==> src/rtl/pc_fetch_unit.sv <==
// ============================================================================
// Module   : pc_fetch_unit
// Brief    : Program counter and single-outstanding imem fetch front end with
//            one-entry decode buffer and EX-driven redirect/flush.
//            Optional FETCH_PERF_CNT_EN adds redirect/discard counters.
// Revision : 1.0
// ============================================================================
`default_nettype none

module pc_fetch_unit #(
  parameter logic [31:0] RESET_PC = 32'h0000_0000,
  parameter int unsigned PC_STEP  = 4
) (
  input  logic        clk,
  input  logic        rst,
  input  logic        ex_valid,
  input  logic        ex_is_branch,
  input  logic        ex_is_jump,
  input  logic        ex_bcomp,
  input  logic [31:0] ex_target,
  output logic        imem_req,
  output logic [31:0] imem_addr,
  input  logic        imem_gnt,
  input  logic        imem_rvalid,
  input  logic [31:0] imem_rdata,
  output logic        if_valid,
  output logic [31:0] if_instr,
  output logic [31:0] if_pc,
  input  logic        if_ready,
  output logic        flush,
  output logic        misalign
`ifdef FETCH_PERF_CNT_EN
  ,
  output logic [31:0] perf_redirects,
  output logic [31:0] perf_discards
`endif
);

  typedef enum logic [1:0] {
    ST_IDLE    = 2'd0,
    ST_REQ     = 2'd1,
    ST_WAIT    = 2'd2,
    ST_DISCARD = 2'd3
  } state_t;

  state_t      state_q, state_d;
  logic [31:0] pc_q, pc_d;
  logic [31:0] issued_q, issued_d;
  logic        if_valid_q, if_valid_d;
  logic [31:0] if_instr_q, if_instr_d;
  logic [31:0] if_pc_q, if_pc_d;
  logic        flush_q, flush_d;
  logic        misalign_q, misalign_d;
  logic        redirect;
  logic        buf_free;

  always_comb begin
    redirect   = ex_valid && (ex_is_jump || (ex_is_branch && ex_bcomp));
    buf_free   = !if_valid_q || if_ready;
    state_d    = state_q;
    pc_d       = pc_q;
    issued_d   = issued_q;
    if_valid_d = if_valid_q && !if_ready;
    if_instr_d = if_instr_q;
    if_pc_d    = if_pc_q;
    flush_d    = redirect;
    misalign_d = redirect && (ex_target[1:0] != 2'b00);
    imem_req   = 1'b0;

    case (state_q)
      ST_IDLE: state_d = ST_REQ;
      ST_REQ: begin
        imem_req = buf_free;
        if (buf_free && imem_gnt) begin
          issued_d = pc_q;
          state_d  = redirect ? ST_DISCARD : ST_WAIT;
        end
      end
      ST_WAIT: begin
        if (imem_rvalid) begin
          state_d = ST_REQ;
          if (!redirect) begin
            if_instr_d = imem_rdata;
            if_pc_d    = issued_q;
            if_valid_d = 1'b1;
            pc_d       = pc_q + 32'(PC_STEP);
          end
        end else if (redirect) begin
          state_d = ST_DISCARD;
        end
      end
      ST_DISCARD: begin
        if (imem_rvalid) state_d = ST_REQ;
      end
      default: state_d = ST_IDLE;
    endcase

    // Redirect overrides both a decode consume and a same-cycle capture.
    if (redirect) begin
      pc_d       = {ex_target[31:2], 2'b00};
      if_valid_d = 1'b0;
    end
  end

  always_ff @(posedge clk or posedge rst) begin
    if (rst) begin
      state_q    <= ST_IDLE;
      pc_q       <= RESET_PC;
      issued_q   <= RESET_PC;
      if_valid_q <= 1'b0;
      if_instr_q <= 32'h0;
      if_pc_q    <= 32'h0;
      flush_q    <= 1'b0;
      misalign_q <= 1'b0;
    end else begin
      state_q    <= state_d;
      pc_q       <= pc_d;
      issued_q   <= issued_d;
      if_valid_q <= if_valid_d;
      if_instr_q <= if_instr_d;
      if_pc_q    <= if_pc_d;
      flush_q    <= flush_d;
      misalign_q <= misalign_d;
    end
  end

  assign imem_addr = pc_q;
  assign if_valid  = if_valid_q;
  assign if_instr  = if_instr_q;
  assign if_pc     = if_pc_q;
  assign flush     = flush_q;
  assign misalign  = misalign_q;

`ifdef FETCH_PERF_CNT_EN
  logic [31:0] perf_redirects_q, perf_redirects_d;
  logic [31:0] perf_discards_q, perf_discards_d;
  logic        drop;

  // A response is dropped if it lands in DISCARD or collides with a redirect in WAIT.
  always_comb begin
    drop = imem_rvalid &&
           ((state_q == ST_DISCARD) || ((state_q == ST_WAIT) && redirect));
    perf_redirects_d = perf_redirects_q + {31'b0, redirect};
    perf_discards_d  = perf_discards_q + {31'b0, drop};
  end

  always_ff @(posedge clk or posedge rst) begin
    if (rst) begin
      perf_redirects_q <= 32'h0;
      perf_discards_q  <= 32'h0;
    end else begin
      perf_redirects_q <= perf_redirects_d;
      perf_discards_q  <= perf_discards_d;
    end
  end

  assign perf_redirects = perf_redirects_q;
  assign perf_discards  = perf_discards_q;
`endif

endmodule

`default_nettype wire

==> config.mk <==
export PLATFORM = sky130hd
export DESIGN_NAME = pc_fetch_unit
export DESIGN_NICKNAME = d
export VERILOG_FILES = /design/src/rtl/pc_fetch_unit.sv
export SDC_FILE = /design/constraint.sdc
export NUM_CORES = 1
export LEC_CHECK = 0
export BUFFER_PORTS_ARGS = -buffer_cell sky130_fd_sc_hd__buf_4
export CAP_MARGIN = 20
export CORE_MARGIN = 2
export CORE_UTILIZATION = 31
export DETAILED_ROUTE_END_ITERATION = 6
export PLACE_DENSITY = 0.56
export RECOVER_POWER = 25
export SLEW_MARGIN = 20
export SYNTH_ARGS = -nofsm -noshare
export SYNTH_HDL_FRONTEND = slang
export SYNTH_SLANG_ARGS = --single-unit
==> constraint.sdc <==
create_clock -name clk -period 8.7 [get_ports clk]
set_input_delay 0 -clock clk [delete_from_list [all_inputs] [get_ports clk]]
set_output_delay 0 -clock clk [all_outputs]
set_load 0.01 [all_outputs]
# Yosys cells after proc, flatten, opt, wreduce, memory -nomap -nowiden
# Cells that the tools add are included.
# word_totals
regBits	133
elab_cells	46
# op_classes
add_sub_neg	1
n_eq_ne	6
mux	13
bitwise_logic	1
reduce_logical	17
# ops
operator	count
32-bit two-way mux	3
32-bit by 3-bit adder with 32-bit output (second input constant)	1
2-bit two-way mux	4
2-bit case mux with 4 select lines	1
3-bit AND reduction	2
2-bit nonzero test	3
1-bit logical AND	5
1-bit two-way mux	5
2-bit equality test (second input constant)	2
2-bit != test (second input constant)	2
2-bit AND reduction	2
3-bit != test (second input constant)	1
2-bit by 1-bit equality test with 1-bit output (second input constant)	1
1-bit zero test	2
2-bit zero test	1
1-bit logical OR	2
1-bit NOT	1

# Longest topological paths before layout
# logic_depth
ltp_word	6
ltp_mapped	7
mapped_depth_nobuf	6

# Worst setup path after synthesis
# No wires, ideal clock.
# synth_path
kind	reg-to-reg
startpoint	register state_q[0]
endpoint	register pc_q[29] (netlist: imem_addr[29])
setup_ns	0.082
arrival_time_ns	1.961
required_ns	8.618
setup_slack_ns	6.657
path_stages_with_launch	8
path_buffers	1
synth_period_minus_slack_ns	2.043
cell_sequence	dfrtp_1 > inv_1 > ha_1 > nand4_1 > or3_4 > buf_4 > or4_1 > a31oi_1
# synth_via
elab_chain_cells	3
# synth_lines
item	line	source
start: declaration	46	state_t state_q, state_d;
start signal: assignment	116	state_q <= state_d;
2-bit equality test	70	case (state_q)
2-bit nonzero test (no line)	n/a	
2-bit AND reduction (no line)	n/a	
end signal: assignment	117	pc_q <= pc_d;
end: declaration	47	logic [31:0] pc_q, pc_d;
# No other way between the ends.
# A chain may end at the register's enable or synchronous reset.

==> reports/qor.log <==
qor: logic_synthesis.yosys_warnings 0
qor: grt.global_route.usage.total 15.38%
qor: cts.tritoncts_clock_tree yes
qor: floorplan.effective_utilization_at_floorplan 31.66%
qor: floorplan.pin_count 173
qor: drt.wl_per_cell 15.60 µm
qor: critical_path.startpoint_type input pin
qor: logic_synthesis.synth_area 5458 µm²
qor: timing.finalClockSkew 10.00 ps
qor: timing.rsz_0062_raised_after_global_routing no
qor: timing.report.final.hold_viol_count 0
qor: cts.cts-root-to-sink-buffers 2
qor: logic_synthesis.synth_fa_ha_area_share 0.9170%
qor: power_and_ir_drop.worst_case_vdd_ir_drop 141.4 µV
qor: floorplan.rows 48
qor: timing.whs 48.67 ps
qor: logic_synthesis.synth_async_sr_flop_share 100.0%
qor: grt.grt_antenna_before_repair 0
qor: drt.via_count 4264
qor: critical_path.timing_worst_setup_path_type in -> async
qor: power_and_ir_drop.sum_of_internal_switching_and_leakage_power 2.367 mW
qor: logic_synthesis.synthesis.area_per_instance 12.84 µm²
qor: cells_and_area.finish.net_count 739
qor: drt.drc 0
qor: timing.fmaxAchievable 352.3 MHz
qor: grt.wire_length_of_the_first_global_routing_pass 22.14 mm
qor: cts.htree_levels 4
qor: cells_and_area.layout-drive-gt1-share 32.00%
qor: critical_path.critical_path_required 9170 ps
qor: critical_path.crit_path_max_incr_delay 1790 ps
qor: timing.worst_pin_slew 3193 ps
qor: logic_synthesis.synth.lib_cells_used.distinct 39
qor: critical_path.timing.rr.start state_q[0]
qor: drt.wirelength 14.04 mm
qor: logic_synthesis.synth_seq_cells 127
qor: logic_synthesis.synth_mux_area_share 19.53%
qor: critical_path.startpoint rst
qor: grt.busiest_layer met2
qor: cts.cts.root.buffer_cell clkbuf_16
qor: drt.drtIter0Drc 129
qor: timing.final_min_period_over_clock_period 32.63%
qor: logic_synthesis.sequential_element_share_of_the_synthesized_area 58.23%
qor: logic_synthesis.post_synth_xor_area_fraction 1.765%
qor: critical_path.critPathCaptureType async pin
qor: logic_synthesis.synth_ff_type dfrtp_1
qor: place.placed_area 6890 µm²
qor: critical_path.worstPathArrival 3310 ps
qor: grt.grt_start_max_net_pins 75
qor: grt.global_route.usage.met3 4.926%
qor: status.violated_checks max-capacitance violations, max-slew violations
qor: timing.final-max-slew-violation-count 75
qor: logic_synthesis.synth_enable_flop_cells 0
qor: floorplan.die_height 136.7 µm
qor: critical_path.slowest_stage_cell_crit_path clkinvlp_2
qor: logic_synthesis.synth_top_family_by_area multiplexers
qor: logic_synthesis.synth_commonest_cells dfrtp_1, mux2_2, nand2_1, nor2_1, a31oi_1
qor: grt.first_global_vias 4373
qor: cells_and_area.antenna-diode-count 0
qor: timing.totalNegativeSetupSlack 0 ps
qor: grt.overflow 0
qor: logic_synthesis.synth_area_leader_cell dfrtp_1
qor: cts.tritoncts.num_buffers 17
qor: logic_synthesis.post_synth_inst_count 425
qor: place.portBuffers 168
qor: cts.clkLatencyLatePin 420 ps
qor: job.max_cap_viol_count 1
qor: timing.setup_viol 0
qor: logic_synthesis.synth_top_area_share 58.23%
qor: cells_and_area.fin_area 7873 µm²
qor: critical_path.timing.critical_path.cells dlygate4sd3_1, clkbuf_4, clkinvlp_2, buf_4
qor: power_and_ir_drop.power-per-cell-area 300.7 nW/µm²
qor: timing.finalCriticalPeriod 2838 ps
qor: timing.maxSlewHeadroom -114.0%
qor: power_and_ir_drop.power_leakage 3.332 nW
qor: drt.postRouteAntennaNets 0
qor: cts.numClockSinks 127
qor: worst_hold_path.classification_of_the_worst_slack_hold_path in -> reg
qor: floorplan.die_w 136.7 µm
qor: status.outcome complete, but fails checks
qor: grt.grtUsageMet1 19.13%
qor: logic_synthesis.ys_top_cells_by_area dfrtp_1, mux2_2, or4_1
qor: floorplan.coreArea 17240 µm²
qor: logic_synthesis.compound_gate_fraction_of_synth_area 6.075%
qor: drt.vias_per_cell 4.738
qor: critical_path.critical_path_peak_fanout 74
qor: logic_synthesis.simple_gate_portion_of_the_synthesized_area 9.972%
qor: drt.detailedRoute.firstPassIterationCount 4
qor: cells_and_area.area_growth_syn_to_layout 44.25%
qor: cts.ctsResizeCount 0
qor: cells_and_area.final_core_util 45.67%
qor: worst_hold_path.min_from imem_gnt
qor: cts.clkTransAtPathRegs 60 ps
qor: grt.grt_use_met2 25.06%
qor: place.hpwlAfterDp 9.431 mm
qor: place.place.gp.congestion 0.7867
qor: floorplan.die_area 18680 µm²
qor: logic_synthesis.yosys.cell_count.top_type dfrtp_1
## layer usage
metal | part of all wire [%] | up-vias | wire (µm)
li1 | - | 2009 | -
met1 | 44 | 2101 | 6118
met2 | 48 | 140 | 6785
met3 | 6.8 | 14 | 956
met4 | 1.3 | 0 | 178
met5 | 0 | - | 0
## kinds of logic (layout without fill, tap and decap cells)
logic type                 count (synthesis)  count (layout)
other                                      1               4
buffers and inverters                     31             278
xor gates and xnor gates                  11              11
AOI/OAI and AO/OA                         53              53
adders and majority gates                  4               4
muxes                                     95              95
and+or+nand+nor                          103             103
DFF                                      127             127
## final cells by class
| class | instances | area, µm² |
|---|---|---|
| clock buffers | 23 | 457.9 |
| well taps | 225 | 281.5 |
| fillers | 1657 | 9364 |
| multi-input cells | 270 | 2111 |
| inverters | 7 | 27.53 |
| flip-flops and latches | 127 | 3178 |
| clock inverters | 9 | 158.9 |
| repair buffers | 239 | 1658 |
## report_power, final
part | switching [mW] | leakage [nW] | internal [mW]
clock network | 0.251 | 0.296 | 0.488
logic | 0.311 | 1.52 | 0.341
registers | 0.149 | 1.51 | 0.827
## sequential cells by signal, summed over array words and instances, names as in the netlist
| register | count |
|---|---|
| imem_addr | 30 |
| issued_q | 30 |
| misalign | 1 |
| if_valid | 1 |
| flush | 1 |
| state_q | 2 |
| if_pc | 30 |
| if_instr | 32 |
## critical path, delay by kind of cell
| kind | cells | cell delay [ps] |
|---|---|---|
| buffers and inverters | 4 | 3270 |
## stage by stage
step	worst slack, ps	cells
final	5862	900
after CTS	5869	900
after floorplan	5316	428
after global routing	5271	900
after detailed placement	5451	801
after global placement	5492	801
## cell usage in the layout, fill, tap and decap left out, drive strengths merged, types with 10 or more instances in the layout
| cell | n |
|---|---|
| dfrtp | 127 |
| clkbuf | 106 |
| mux2 | 92 |
| buf | 89 |
| dlygate4sd3 | 67 |
| nand2 | 27 |
| nor2 | 23 |
| a31oi | 18 |
| o21ai | 17 |
| or4 | 16 |
| o31ai | 13 |
| nand3 | 10 |
## path summary, 6_finish.rpt
kind | to | slack, ps | cells after the start
setup / recovery | if_instr[12] | 5860 | 4
hold / removal | state_q[0] | 50 | 4
setup reg to reg | if_instr[6] | 5960 | 6
hold reg to reg | issued_q[16] | 500 | 1
max in group clk | if_instr[6] | 5910 | 8
min in group asynchronous | if_instr[8] | 1080 | 3
## repair_timing
item / CTS / global route
hold buffers: 67 / 0
setup buffers: 0 / 0
hold endpoints to repair: 138 / 0
Note: power is estimated with default switching activity, not from simulation.
